`config.mk`:
```
export PLATFORM = sky130hd
export DESIGN_NAME = rsa_modexp_engine_flat
export DESIGN_NICKNAME = d
export VERILOG_FILES = /design/src/rtl/rsa_pkg.sv /design/src/rtl/rsa_modexp_engine_if.sv /design/src/rtl/rsa_mod_mult.sv /design/src/rtl/rsa_modexp_engine.sv /design/src/flat_wrapper.sv
export SDC_FILE = /design/constraint.sdc
export NUM_CORES = 1
export LEC_CHECK = 0
export CAP_MARGIN = 20
export CORE_ASPECT_RATIO = 0.9
export CORE_MARGIN = 10
export CORE_UTILIZATION = 55
export CTS_CLUSTER_DIAMETER = 200
export CTS_CLUSTER_SIZE = 25
export DETAILED_ROUTE_END_ITERATION = 16
export GPL_ROUTABILITY_DRIVEN = 0
export PLACE_DENSITY = 0.73
export SYNTH_ARGS = -nofsm -noshare
export SYNTH_HDL_FRONTEND = slang
export SYNTH_SLANG_ARGS = --single-unit
```
`constraint.sdc`:
```
create_clock -name clk -period 6.88 [get_ports clk]
set_input_delay 1.376 -clock clk [delete_from_list [all_inputs] [get_ports clk]]
set_output_delay 1.376 -clock clk [all_outputs]
set_load 0.01 [all_outputs]
```
`src/rtl/rsa_pkg.sv`:
```
// Shared definitions for the RSA modular-exponentiation engine: FSM states and latency.
package rsa_pkg;

    typedef enum logic [1:0] {
        IDLE   = 2'd0,
        REDUCE = 2'd1,
        EXP    = 2'd2,
        FINISH = 2'd3
    } state_t;

    // Cycle (counted from the go-accepting edge) in which done is high on a legal modulus.
    function automatic int unsigned latency(input int unsigned width);
        return (width + 1) * (width + 1) + 1;
    endfunction

endpackage

```
`src/rtl/rsa_modexp_engine_if.sv`:
```
// Request/result bundle between the frame buffer side and the modexp engine.
interface rsa_modexp_engine_if #(
    parameter int WIDTH = 8
) ();

    logic             go;
    logic [WIDTH-1:0] input_text;
    logic [WIDTH-1:0] key;
    logic [WIDTH-1:0] mod;
    logic [WIDTH-1:0] output_text;
    logic             done;
    logic             busy;
    logic             error;

    modport master (
        output go, input_text, key, mod,
        input  output_text, done, busy, error
    );

    modport slave (
        input  go, input_text, key, mod,
        output output_text, done, busy, error
    );

endinterface

```
`src/rtl/rsa_mod_mult.sv`:
```
// Interleaved MSB-first modular multiplier: p = a*b mod m, one bit of a per cycle.
// The first step happens on the start edge, so done is high in the WIDTH+1-th cycle counting the start cycle.
module rsa_mod_mult #(
    parameter int WIDTH = 8
) (
    input  logic             clk,
    input  logic             reset,
    input  logic             start,
    input  logic [WIDTH-1:0] a,
    input  logic [WIDTH-1:0] b,
    input  logic [WIDTH-1:0] m,
    output logic [WIDTH-1:0] p,
    output logic             done
);

    localparam int CNT_W = $clog2(WIDTH);

    logic [WIDTH+1:0] acc_q;
    logic [WIDTH-1:0] a_q;
    logic [WIDTH-1:0] b_q;
    logic [WIDTH-1:0] m_q;
    logic [CNT_W-1:0] cnt_q;
    logic             run_q;

    // With acc, b < m the sum stays below 3m, so two conditional subtractions restore acc < m.
    function automatic logic [WIDTH+1:0] mac_step(
        input logic [WIDTH+1:0] acc,
        input logic             bit_i,
        input logic [WIDTH-1:0] bv,
        input logic [WIDTH-1:0] mv
    );
        logic [WIDTH+1:0] t;
        logic [WIDTH+1:0] m_ext;
        m_ext = {2'b00, mv};
        t = (acc << 1) + (bit_i ? {2'b00, bv} : '0);
        if (t >= m_ext) t = t - m_ext;
        if (t >= m_ext) t = t - m_ext;
        return t;
    endfunction

    always_ff @(posedge clk or negedge reset) begin
        if (!reset) begin
            acc_q <= '0;
            a_q   <= '0;
            b_q   <= '0;
            m_q   <= '0;
            cnt_q <= '0;
            run_q <= 1'b0;
            done  <= 1'b0;
        end else begin
            done <= 1'b0;
            if (start) begin
                acc_q <= mac_step('0, a[WIDTH-1], b, m);
                a_q   <= a << 1;
                b_q   <= b;
                m_q   <= m;
                cnt_q <= CNT_W'(WIDTH - 1);
                run_q <= 1'b1;
            end else if (run_q) begin
                acc_q <= mac_step(acc_q, a_q[WIDTH-1], b_q, m_q);
                a_q   <= a_q << 1;
                cnt_q <= cnt_q - CNT_W'(1);
                if (cnt_q == CNT_W'(1)) begin
                    run_q <= 1'b0;
                    done  <= 1'b1;
                end
            end
        end
    end

    assign p = acc_q[WIDTH-1:0];

endmodule

```
`src/rtl/rsa_modexp_engine.sv`:
```
// Constant-time right-to-left square-and-multiply engine: output_text = input_text^key mod mod.
module rsa_modexp_engine
    import rsa_pkg::*;
#(
    parameter int WIDTH = 8
) (
    input logic                clk,
    input logic                reset,
    rsa_modexp_engine_if.slave bus
);

    localparam int unsigned LAT   = latency(WIDTH);
    localparam int          CYC_W = $clog2(LAT);

    state_t           state_q;
    logic [WIDTH-1:0] text_q;
    logic [WIDTH-1:0] key_q;
    logic [WIDTH-1:0] mod_q;
    logic [WIDTH-1:0] r_q;
    logic [WIDTH-1:0] b_q;
    logic [WIDTH-1:0] out_q;
    logic             done_q;
    logic             busy_q;
    logic             err_q;
    logic             err_pend_q;
    logic             start_q;
    logic [CYC_W-1:0] cyc_q;

    logic [WIDTH-1:0] mul_a_a;
    logic [WIDTH-1:0] mul_a_b;
    logic [WIDTH-1:0] p_a;
    logic [WIDTH-1:0] p_b;
    logic             done_a;
    logic             done_b;
    logic             start_b;

    // Multiplier A does the input reduction (text*1) first, then the r*b products.
    always_comb begin
        mul_a_a = r_q;
        mul_a_b = b_q;
        if (state_q == REDUCE) begin
            mul_a_a = text_q;
            mul_a_b = WIDTH'(1);
        end
    end

    assign start_b = start_q && (state_q == EXP);

    rsa_mod_mult #(.WIDTH(WIDTH)) u_mul_a (
        .clk   (clk),
        .reset (reset),
        .start (start_q),
        .a     (mul_a_a),
        .b     (mul_a_b),
        .m     (mod_q),
        .p     (p_a),
        .done  (done_a)
    );

    rsa_mod_mult #(.WIDTH(WIDTH)) u_mul_b (
        .clk   (clk),
        .reset (reset),
        .start (start_b),
        .a     (b_q),
        .b     (b_q),
        .m     (mod_q),
        .p     (p_b),
        .done  (done_b)
    );

    always_ff @(posedge clk or negedge reset) begin
        if (!reset) begin
            state_q    <= IDLE;
            text_q     <= '0;
            key_q      <= '0;
            mod_q      <= '0;
            r_q        <= '0;
            b_q        <= '0;
            out_q      <= '0;
            done_q     <= 1'b0;
            busy_q     <= 1'b0;
            err_q      <= 1'b0;
            err_pend_q <= 1'b0;
            start_q    <= 1'b0;
            cyc_q      <= '0;
        end else begin
            done_q  <= 1'b0;
            start_q <= 1'b0;
            case (state_q)
                IDLE: begin
                    busy_q <= 1'b0;
                    if (bus.go) begin
                        text_q <= bus.input_text;
                        key_q  <= bus.key;
                        mod_q  <= bus.mod;
                        err_q  <= 1'b0;
                        busy_q <= 1'b1;
                        cyc_q  <= '0;
                        if (bus.mod < WIDTH'(2)) begin
                            err_pend_q <= 1'b1;
                            state_q    <= FINISH;
                        end else begin
                            err_pend_q <= 1'b0;
                            start_q    <= 1'b1;
                            state_q    <= REDUCE;
                        end
                    end
                end
                REDUCE: begin
                    cyc_q <= cyc_q + CYC_W'(1);
                    if (done_a) begin
                        b_q     <= p_a;
                        r_q     <= WIDTH'(1);
                        start_q <= 1'b1;
                        state_q <= EXP;
                    end
                end
                EXP: begin
                    cyc_q <= cyc_q + CYC_W'(1);
                    // Both products are always computed; the key bit only selects whether r takes its result.
                    if (done_a && done_b) begin
                        if (key_q[0]) r_q <= p_a;
                        b_q   <= p_b;
                        key_q <= key_q >> 1;
                        if (cyc_q == CYC_W'(LAT - 2)) state_q <= FINISH;
                        else start_q <= 1'b1;
                    end
                end
                FINISH: begin
                    out_q   <= err_pend_q ? '0 : r_q;
                    err_q   <= err_pend_q;
                    done_q  <= 1'b1;
                    state_q <= IDLE;
                end
                default: state_q <= IDLE;
            endcase
        end
    end

    assign bus.output_text = out_q;
    assign bus.done        = done_q;
    assign bus.busy        = busy_q;
    assign bus.error       = err_q;

endmodule

```
`src/flat_wrapper.sv`:
```
// flat-port wrapper written by rule: the top's interface ports become plain ports
module rsa_modexp_engine_flat import rsa_pkg::*;
#(
    parameter int WIDTH = 8
)
  (clk, reset, bus_go, bus_input_text, bus_key, bus_mod, bus_output_text, bus_done, bus_busy, bus_error);
  rsa_modexp_engine_if #(.WIDTH(WIDTH)) bus_i ();
  input logic clk;
  input logic reset;
  input wire logic [$bits(bus_i.go)-1:0] bus_go;
  input wire logic [$bits(bus_i.input_text)-1:0] bus_input_text;
  input wire logic [$bits(bus_i.key)-1:0] bus_key;
  input wire logic [$bits(bus_i.mod)-1:0] bus_mod;
  output wire logic [$bits(bus_i.output_text)-1:0] bus_output_text;
  output wire logic [$bits(bus_i.done)-1:0] bus_done;
  output wire logic [$bits(bus_i.busy)-1:0] bus_busy;
  output wire logic [$bits(bus_i.error)-1:0] bus_error;
  assign bus_i.go = bus_go;
  assign bus_i.input_text = bus_input_text;
  assign bus_i.key = bus_key;
  assign bus_i.mod = bus_mod;
  assign bus_output_text = bus_i.output_text;
  assign bus_done = bus_i.done;
  assign bus_busy = bus_i.busy;
  assign bus_error = bus_i.error;
  rsa_modexp_engine #(.WIDTH(WIDTH)) u_core (.clk(clk), .reset(reset), .bus(bus_i));
endmodule
```
==> reports/metrics.cfg, run 1 <==
[floorplanning]
start_util_pct=56.3
dieWidth_um=165
coreArea_um2=18500
fp-row-count=47
ios=38
die_area_um2=24900
die_y_um=151

[timing]
finalCriticalPeriod_ps=6090
fin_skew_ps=7.78
fmaxAchievable_ghz=0.164
fin_setup_tns_ps=0
tightest_slew_ps=1080
setup_viol_count_final=0
maxSlewViolCount=0
finalCritPeriodShare_pct=88.5
hold_viol_final=0
relSlewSlack_pct=28.1
grt_setup_unrepaired=false

[clock_network]
postCtsSetupBuffers=0
cts_resized=0
cts_root_buf=clkbuf_16
cts_buffers=17
path_clk_slew_ps=60
cts_sinks=136
cts_hold_buf=0
clockBufferDepth=2
clk_latency_ps=430
tritoncts=built
h-tree-depth=4

[drt]
via_per_inst=5.88
drc_errors=0
vias=8649
routed_wl_mm=26.5
ant_nets=0
drt-pass1-iter-count=5
drt-initial-drc-count=619
wl_per_cell_um=18.0

[setup_path]
crit_family=compound AO/OA/AOI/OAI gates
worstPathRequired_ps=7190
reg2reg_to=u_core.u_mul_a.acc_q[1]
critPathSlowestCell=ha_1
r2r.worst_path.cells=23
cpPeakStageDelay_ps=640
regToRegSetupSlack_ps=790
path_max_fanout=14
timing.rr.start=u_core.state_q[1]
end_kind=flop
crit_buf_inv=3
criticalPathCategory=reg -> reg
cp_data_arrival_time_ps=6410
start_kind=flop
worstPathCellList=inv_1 -> ha_1 -> inv_1 -> and3_1 -> a21oi_1 -> ha_1 -> nor2b_1 -> o21ai_0 -> a21boi_1 -> o31a_1 -> o41ai_2 -> mux2_2 -> ha_1 -> inv_1 -> fa_1 -> nand2_1 -> nand2_1 -> a21oi_1 -> o221ai_1 -> nor2b_1 -> o31a_1 -> mux2_2 -> a221o_1

[flow_run]
maxCapViolCount=0

[yosys]
yosysTopAreaCellShare_pct=32.6
netlist_area_um2=10400
netlist_instances=1183
synth_area_leader_cell=dfrtp_1
synth_ff_type=dfrtp_1
ys_ff_latch=136
synth_edf_count=0
synth_area_leaders=dfrtp_1 33%, ha_1 11%, o21ai_0 5.6%
seq_area_frac_synth_pct=32.6
syn_area_per_cell_um2=8.82
yosys_warnings=0
synth_cell_types=72
async_flop_share_pct=100
syn_nets=1308

[finish]
fin_area_um2=11600
final_common_cell=dfrtp_1
layoutNonFillerInstCount=1470
fin_nets=1337
area_delta_synth_final_pct=11.6
final_cell_mix=135 x dfrtp_1, 134 x nand2_1, 117 x o21ai_0
antennaDiodeCount=0
drive_gt1_share_pct=9.22

[global_routing]
grt_max_degree=80
grt_pass1_wl_mm=42.8
grt_usage_pct=21.6
grt_remaining_overflow=0
antenna_found_initial=0
grt_pass1_vias=8215

[status]
status=completed

[min_path]
hp-class=reg -> reg
min_from=u_core.u_mul_b.b_q[2]
min_path_cells=2
hold-path-endpoint=u_core.u_mul_b.b_q[2]

[placement]
placed_cell_area_um2=11000
dp.cells=1435
port-buffer-count=37
dp_hpwl_mm=20.0

-- cells by family after synthesis --
logic type,count (synthesis),share of synthesized area [%]
AOI/OAI and AO/OA,313,19.0
muxes,92,9.49
buffers and inverters,118,4.34
and+or+nand+nor,376,17.9
DFF,136,32.6
adders and majority gates,98,12.5
xor gates and xnor gates,50,4.20
-- cell usage after synthesis (3+ instances only) --
master     count
a211oi_1      16
a21boi_0       6
a21o_1        20
a21oi_1       82
a221o_1        3
a22o_1         4
a31o_2         3
a31oi_1        8
and2_1        31
and3_1         6
buf_1          5
clkbuf_1      31
dfrtp_1      136
fa_1          10
ha_1          88
inv_1         78
mux2_2        47
mux2i_1       43
nand2_1      134
nand2b_1      14
nand3_1       15
nand3b_1      10
nand4_1       15
nor2_1        68
nor2b_1       33
nor3_1        18
nor3b_1        7
nor4_1         3
o2111ai_1      3
o211ai_1       3
o21a_1         6
o21ai_0      117
o21ai_1        4
o21bai_1       7
o31a_1         4
o31ai_1        5
or2_2          5
or3_1          9
xnor2_1       33
xor2_1        17
-- tightest hold or removal path, delay by kind of cell (launching register included) --
| family | cells | cell delay [ps] |
|---|---|---|
| AND/OR/NAND/NOR | 2 | 100 |
| flip-flops | 1 | 330 |
-- area by class of cell --
type | count | area [µm²]
flip-flops and latches | 136 | 3400
inverters | 79 | 297
clock inverters | 13 | 136
multi-input cells | 929 | 6590
fillers | 1588 | 6880
repair buffers | 49 | 479
clock buffers | 19 | 433
well taps | 245 | 307
-- layer usage --
metal	global-route usage (%)	part of all wire, %	vias to the layer above
met5	0	0	-
met4	5.84	1.7	0
met3	5.49	5.6	37
met2	32.4	44	217
met1	30.1	49	4148
li1	-	-	4247
-- per-stage QoR --
step	util, %	hold WS [ps]	setup WS (ps)
2_1_floorplan	-	438	1540
3_3_place_gp	59.6	455	1150
3_5_place_dp	59.6	457	897
4_1_cts	62.6	472	854
5_1_grt	62.8	483	391
6_report	62.8	467	788
-- worst max path at each step --
stage,start,to,slack [ps],cells past startpoint
after CTS,u_core.state_q[1],u_core.u_mul_a.acc_q[1],850,23
after global routing,u_core.state_q[1],u_core.u_mul_a.acc_q[1],390,23
after detailed placement,u_core.state_q[1],u_core.u_mul_a.acc_q[1],900,23
after global placement,u_core.state_q[1],u_core.u_mul_a.acc_q[1],1150,23
final,u_core.state_q[1],u_core.u_mul_a.acc_q[1],790,23
after floorplan,u_core.u_mul_a.a_q[7],u_core.u_mul_a.acc_q[0],1540,21
-- sequential cells by signal, summed over array words and instances (netlist names), 8 cells and up --
signal,count
u_core.u_mul_a.acc_q,9
u_core.u_mul_b.acc_q,9
u_core.b_q,8
u_core.bus.output_text,8
u_core.key_q,8
u_core.mod_q,8
u_core.r_q,8
u_core.text_q,8
u_core.u_mul_a.b_q,8
u_core.u_mul_a.m_q,8
u_core.u_mul_b.b_q,8
u_core.u_mul_b.m_q,8
Power of run 1 is left out: the tool's default activity adds up to more than one toggle a clock period on the data nets, which glitch-free logic cannot reach.
==> inputs of run 2 (changes only) <==
--- a/config.mk
+++ b/config.mk
@@ -5,15 +5,15 @@
 export SDC_FILE = /design/constraint.sdc
 export NUM_CORES = 1
 export LEC_CHECK = 0
+export ABC_CLOCK_PERIOD_IN_PS = 6880
 export CAP_MARGIN = 20
 export CORE_ASPECT_RATIO = 0.9
-export CORE_MARGIN = 10
 export CORE_UTILIZATION = 55
 export CTS_CLUSTER_DIAMETER = 200
 export CTS_CLUSTER_SIZE = 25
 export DETAILED_ROUTE_END_ITERATION = 16
 export GPL_ROUTABILITY_DRIVEN = 0
-export PLACE_DENSITY = 0.73
+export PLACE_DENSITY = 0.74
 export SYNTH_ARGS = -nofsm -noshare
 export SYNTH_HDL_FRONTEND = slang
 export SYNTH_SLANG_ARGS = --single-unit
==> run 2 against run 1 <==
First-iteration DRC count is 3.2% lower. Via count rose by 0.50%. Wire length rose by 0.24%. Core utilization increased by 0.42 points. Setup slack improved by 130 ps. Critical path type unchanged.
==> reports/metrics.cfg, run 2 (synthesis results as in run 1) <==
[status]
status=completed  ; unchanged

[floorplanning]
ios=38  ; unchanged
fp-row-count=47  ; unchanged
die_area_um2=19500  ; was 24900 µm²
start_util_pct=56.5  ; was 56.3%
dieWidth_um=147  ; was 165 µm
die_y_um=133  ; was 151 µm
coreArea_um2=18500  ; about the same

[setup_path]
crit_cells=22  ; was 23
reg2reg_to=u_core.u_mul_a.acc_q[6]  ; was u_core.u_mul_a.acc_q[1]
cp_data_arrival_time_ps=6290  ; was 6410 ps
start_kind=flop  ; unchanged
cpPeakStageDelay_ps=600  ; was 640 ps
r2r.worst_path.cells=22  ; was 23
crit_family=compound AO/OA/AOI/OAI gates  ; unchanged
path_max_fanout=12  ; was 14
crit_path_frequent_cell=a21o_1
regToRegSetupSlack_ps=910  ; was 790 ps
end_kind=flop  ; unchanged
critPathSlowestCell=nor4_4  ; was ha_1
worstPathRequired_ps=7200  ; was 7190 ps
criticalPathCategory=reg -> reg  ; unchanged
timing.rr.start=u_core.u_mul_a.a_q[7]  ; was u_core.state_q[1]
crit_buf_inv=1  ; was 3
worstPathCellList=and2_1 -> ha_1 -> fa_1 -> a21oi_1 -> o21bai_1 -> xor2_1 -> ha_1 -> a21o_1 -> a21o_1 -> a21o_1 -> nor4_4 -> mux2_2 -> ha_1 -> a21o_1 -> a21o_1 -> a211oi_1 -> o21ai_0 -> a2111oi_4 -> buf_4 -> mux2i_1 -> a211oi_1 -> a21o_1  ; was inv_1 -> ha_1 -> inv_1 -> and3_1 -> a21oi_1 -> ha_1 -> nor2b_1 -> o21ai_0 -> a21boi_1 -> o31a_1 -> o41ai_2 -> mux2_2 -> ha_1 -> inv_1 -> fa_1 -> nand2_1 -> nand2_1 -> a21oi_1 -> o221ai_1 -> nor2b_1 -> o31a_1 -> mux2_2 -> a221o_1

[finish]
reg.largest.list=u_core.u_mul_a.acc_q (9), u_core.u_mul_b.acc_q (9)  ; unchanged
antennaDiodeCount=0  ; unchanged
fin_nets=1336  ; was 1337
fill_cells=1581  ; was 1588
layoutNonFillerInstCount=1469  ; was 1470
area_delta_synth_final_pct=12.0  ; was 11.6%
seqCellArea_um2=3400  ; unchanged
final_cell_mix=135 x dfrtp_1, 134 x nand2_1, 117 x o21ai_0  ; unchanged
drive_gt1_share_pct=9.31  ; was 9.22%
fin_area_um2=11700  ; was 11600 µm²
final_common_cell=dfrtp_1  ; unchanged
multi_input_area_um2=6590  ; unchanged
utilization_pct=63.3  ; was 62.8%

[clock_network]
cts_root_buf=clkbuf_16  ; unchanged
cts_buffers=17  ; unchanged
clk_latency_ps=430  ; about the same
h-tree-depth=4  ; unchanged
cts_sinks=136  ; unchanged
postCtsSetupBuffers=0  ; unchanged
cts_hold_buf=0  ; unchanged
path_clk_slew_ps=70  ; was 60 ps
clockBufferDepth=2  ; unchanged
cts_resized=0  ; unchanged
tritoncts=built  ; unchanged

[min_path]
hp-class=reg -> reg  ; unchanged
hold-path-endpoint=u_core.u_mul_b.b_q[5]  ; was u_core.u_mul_b.b_q[2]
min_from=u_core.u_mul_b.b_q[5]  ; was u_core.u_mul_b.b_q[2]
min_path_cells=2  ; unchanged

[global_routing]
grt_pass1_vias=8303  ; was 8215
grt_max_degree=81  ; was 80
grt_usage_pct=28.1  ; was 21.6%
grt_pass1_wl_mm=43.3  ; was 42.8 mm
antenna_found_initial=0  ; unchanged
grt_remaining_overflow=0  ; unchanged

[drt]
drt-pass1-iter-count=5  ; unchanged
routed_wl_mm=26.5  ; about the same
ant_nets=0  ; unchanged
vias=8692  ; was 8649
via_per_inst=5.92  ; was 5.88
drc_errors=0  ; unchanged
wl_per_cell_um=18.0  ; about the same
drt-initial-drc-count=599  ; was 619

[timing]
hold_viol_final=0  ; unchanged
maxSlewViolCount=0  ; unchanged
fin_setup_tns_ps=0  ; unchanged
fmaxAchievable_ghz=0.168  ; was 0.164 GHz
grt_setup_unrepaired=false  ; unchanged
tightest_slew_ps=1080  ; about the same
fin_skew_ps=10.2  ; was 7.78 ps
finalCritPeriodShare_pct=86.7  ; was 88.5%
relSlewSlack_pct=28.2  ; was 28.1%
finalCriticalPeriod_ps=5970  ; was 6090 ps
setup_viol_count_final=0  ; unchanged

[placement]
dp_hpwl_mm=19.5  ; was 20.0 mm
port-buffer-count=37  ; unchanged
dp.cells=1436  ; was 1435
placed_cell_area_um2=11000  ; about the same

[flow_run]
maxCapViolCount=0  ; unchanged

[run 2: how the worst max path moves through the flow]
stage | from | to | slack (ps)
2_1_floorplan | u_core.u_mul_a.a_q[7] | u_core.u_mul_a.acc_q[0] | 1540
3_3_place_gp | u_core.u_mul_a.a_q[7] | u_core.u_mul_a.acc_q[6] | 1150
3_5_place_dp | u_core.u_mul_a.a_q[7] | u_core.u_mul_a.acc_q[6] | 1030
4_1_cts | u_core.u_mul_a.a_q[7] | u_core.u_mul_a.acc_q[6] | 1000
5_1_grt | u_core.u_mul_a.a_q[7] | u_core.u_mul_a.acc_q[0] | 570
6_report | u_core.u_mul_a.a_q[7] | u_core.u_mul_a.acc_q[6] | 910
[run 2: routing by layer]
| metal | up-vias | global-route usage (%) | wire [µm] |
|---|---|---|---|
| met5 | - | 0 | 0 |
| met4 | 0 | 6.30 | 384 |
| met3 | 34 | 4.55 | 1150 |
| met2 | 199 | 43.8 | 12100 |
| met1 | 4213 | 40.9 | 12900 |
| li1 | 4246 | - | - |
[run 2: through the flow]
stage / setup slack, ps / hold WS [ps]
after detailed placement: 1030 / 458
after global routing: 568 / 493
final: 914 / 470
after CTS: 1000 / 474
after global placement: 1150 / 452
after floorplan: 1540 / 438
[run 2: worst register-to-register path, cell delays in order, from the launching register on]
cell	delay [ps]
dfrtp_1	450
and2_1	170
ha_1	200
fa_1	410
a21oi_1	240
o21bai_1	110
xor2_1	250
ha_1	340
a21o_1	190
a21o_1	190
a21o_1	210
nor4_4	600
mux2_2	430
ha_1	330
a21o_1	180
a21o_1	180
a211oi_1	220
o21ai_0	180
a2111oi_4	220
buf_4	260
mux2i_1	210
a211oi_1	90
a21o_1	210
[run 2: area by class of cell]
class	count	area share (%)
flip-flops and latches	136	29.1
well taps	245	2.62
clock inverters	13	1.55
repair buffers	48	3.89
multi-input cells	929	56.4
inverters	79	2.54
clock buffers	19	3.88
Power of run 2 is left out for the same reason.
==> inputs of run 3 (changes only) <==
--- a/config.mk
+++ b/config.mk
@@ -9,10 +9,12 @@
 export CAP_MARGIN = 20
 export CORE_ASPECT_RATIO = 0.9
 export CORE_UTILIZATION = 55
+export CTS_BUF_LIST = sky130_fd_sc_hd__clkbuf_16
 export CTS_CLUSTER_DIAMETER = 200
 export CTS_CLUSTER_SIZE = 25
 export DETAILED_ROUTE_END_ITERATION = 16
 export GPL_ROUTABILITY_DRIVEN = 0
+export GPL_TIMING_DRIVEN = 0
 export PLACE_DENSITY = 0.74
 export SYNTH_ARGS = -nofsm -noshare
 export SYNTH_HDL_FRONTEND = slang
==> run 3 against run 2 <==
Design area is essentially flat. Core utilization grew 0.061 points. Clock skew grew 4.4 ps. Maximum frequency shrank 5.9%. Sequential cell count is the same. Final cell count grew 2.0%. Sequential share of layout area is essentially flat. Register-to-register slack lost 370 ps.
==> reports/metrics.cfg, run 3 (synthesis results as in run 1) <==
[status]
status=completed  ; unchanged

[timing]
maxSlewViolCount=0  ; unchanged
setup_viol_count_final=0  ; unchanged
grt_setup_unrepaired=false  ; unchanged
hold_viol_final=0  ; unchanged
relSlewSlack_pct=51.6  ; was 28.2%
fmaxAchievable_ghz=0.158  ; was 0.168 GHz
tightest_slew_ps=727  ; was 1080 ps
finalCritPeriodShare_pct=92.1  ; was 86.7%
finalCriticalPeriod_ps=6340  ; was 5970 ps
fin_skew_ps=14.5  ; was 10.2 ps

[setup_path]
end_kind=flop  ; unchanged
start_kind=flop  ; unchanged
criticalPathCategory=reg -> reg  ; unchanged
worstPathRequired_ps=7190  ; was 7200 ps
timing.rr.start=u_core.u_mul_a.a_q[7]  ; unchanged
regToRegSetupSlack_ps=540  ; was 910 ps
path_max_fanout=10  ; was 12
r2r.worst_path.cells=21  ; was 22
reg2reg_to=u_core.u_mul_a.acc_q[5]  ; was u_core.u_mul_a.acc_q[6]
worstSetupEndpoint=u_core.u_mul_a.acc_q[5]  ; was u_core.u_mul_a.acc_q[6]
crit_path_start=u_core.u_mul_a.a_q[7]  ; unchanged
cp_data_arrival_time_ps=6640  ; was 6290 ps

[finish]
area_delta_synth_final_pct=12.1  ; was 12.0%
fin_nets=1366  ; was 1336
layoutNonFillerInstCount=1499  ; was 1469
fill_cells=1606  ; was 1581
drive_gt1_share_pct=8.37  ; was 9.31%
antennaDiodeCount=0  ; unchanged
reg.largest.list=u_core.u_mul_a.acc_q (9), u_core.u_mul_b.acc_q (9)  ; unchanged
final_cell_mix=136 x dfrtp_1, 134 x nand2_1, 117 x o21ai_0  ; was 135 x dfrtp_1, 134 x nand2_1, 117 x o21ai_0
final_common_cell=dfrtp_1  ; unchanged

[clock_network]
cts_sinks=136  ; unchanged
path_clk_slew_ps=60  ; was 70 ps
postCtsSetupBuffers=0  ; unchanged
cts_root_buf=clkbuf_16  ; unchanged
tritoncts=built  ; unchanged
clk_latency_ps=440  ; was 430 ps
h-tree-depth=4  ; unchanged
cts_hold_buf=0  ; unchanged
cts_buffers=17  ; unchanged
clockBufferDepth=2  ; unchanged

[placement]
dp_hpwl_mm=20.9  ; was 19.5 mm
port-buffer-count=37  ; unchanged
dp.cells=1467  ; was 1436

[drt]
drt-initial-drc-count=826  ; was 599
routed_wl_mm=27.3  ; was 26.5 mm
vias=8964  ; was 8692
wl_per_cell_um=18.2  ; was 18.0 µm
via_per_inst=5.98  ; was 5.92
ant_nets=0  ; unchanged
drc_errors=0  ; unchanged
drt-pass1-iter-count=5  ; unchanged

[global_routing]
grt_usage_pct=29.3  ; was 28.1%
grt_max_degree=89  ; was 81
grt_pass1_vias=8411  ; was 8303
antenna_found_initial=1  ; was 0
grt_pass1_wl_mm=44.5  ; was 43.3 mm
grt_remaining_overflow=0  ; unchanged

[floorplanning]
start_util_pct=56.5  ; unchanged
fp-row-count=47  ; unchanged
ios=38  ; unchanged
die_y_um=133  ; unchanged
coreArea_um2=18500  ; unchanged
dieWidth_um=147  ; unchanged
die_area_um2=19500  ; unchanged

[min_path]
hp-class=reg -> reg  ; unchanged

[flow_run]
maxCapViolCount=0  ; unchanged

## run 3: cell count changes in the layout (fill, tap and decap cells not counted), sizes merged
| cell | previous run | this run |
|---|---|---|
| clkbuf | 19 | 48 |
| bufinv | 3 | 0 |
| clkinvlp | 1 | 4 |
| clkinv | 3 | 5 |
| buf | 12 | 11 |
## run 3: routing by layer
metal  vias up  GRT usage [%]  share of wire, %
li1       4314              -                 -
met1      4263           44.5                48
met2       345           41.4                42
met3        42           6.59               8.0
met4         0           8.36               1.7
met5         -              0                 0
## run 3: cell type report
cell class | instances | area (µm²) | share of cell area (%)
buffer | 39 | 156 | 1.34
clock buffer | 17 | 425 | 3.64
clock inverter | 15 | 115 | 0.984
inverter | 79 | 297 | 2.54
multi-input combinational | 929 | 6590 | 56.3
sequential | 136 | 3400 | 29.1
tap | 245 | 307 | 2.62
timing repair buffer | 39 | 404 | 3.46
## run 3: worst max-delay path: stages, from the launching register on
cell       delay [ps]
dfrtp_1           470
and2_1            190
ha_1              210
fa_1              410
a21oi_1           250
o21bai_1          110
xor2_1            330
ha_1              370
a21o_1            200
a21o_1            190
a21o_1            210
nor4_4            580
mux2_2            430
ha_1              350
a21o_1            190
a21o_1            170
a211oi_1          240
o21ai_0           220
a2111oi_4         380
buf_6             210
o21ai_1           140
a221o_1           380
## run 3: worst min path at each step
stage                               start                    end  slack (ps)  cells past startpoint
floorplan           u_core.u_mul_b.b_q[2]  u_core.u_mul_b.b_q[2]         440                      2
global placement    u_core.u_mul_b.b_q[2]  u_core.u_mul_b.b_q[2]         450                      2
detailed placement  u_core.u_mul_b.b_q[5]  u_core.u_mul_b.b_q[5]         460                      2
CTS                 u_core.u_mul_b.b_q[5]  u_core.u_mul_b.b_q[5]         470                      2
global route        u_core.u_mul_b.b_q[3]  u_core.u_mul_b.b_q[3]         500                      2
finish              u_core.u_mul_b.b_q[5]  u_core.u_mul_b.b_q[5]         480                      2
## run 3: metrics by stage
step	hold slack, ps	util (%)	worst slack, ps	area [µm²]	TNS (ps)
after floorplan	438	-	1540	10400	0
after global placement	455	60.2	-1020	11100	-136380
after detailed placement	456	60.4	551	11100	0
after CTS	471	63.3	515	11700	0
after global routing	504	63.3	173	11700	0
final	477	63.3	543	11700	0
## run 3: what timing repair did
item                                    in CTS  in global routing
endpoints found under the hold margin        0                  0
endpoints found under the setup margin       0                  3
gates resized for setup                      0                  1
Power of run 3 is left out for the same reason.
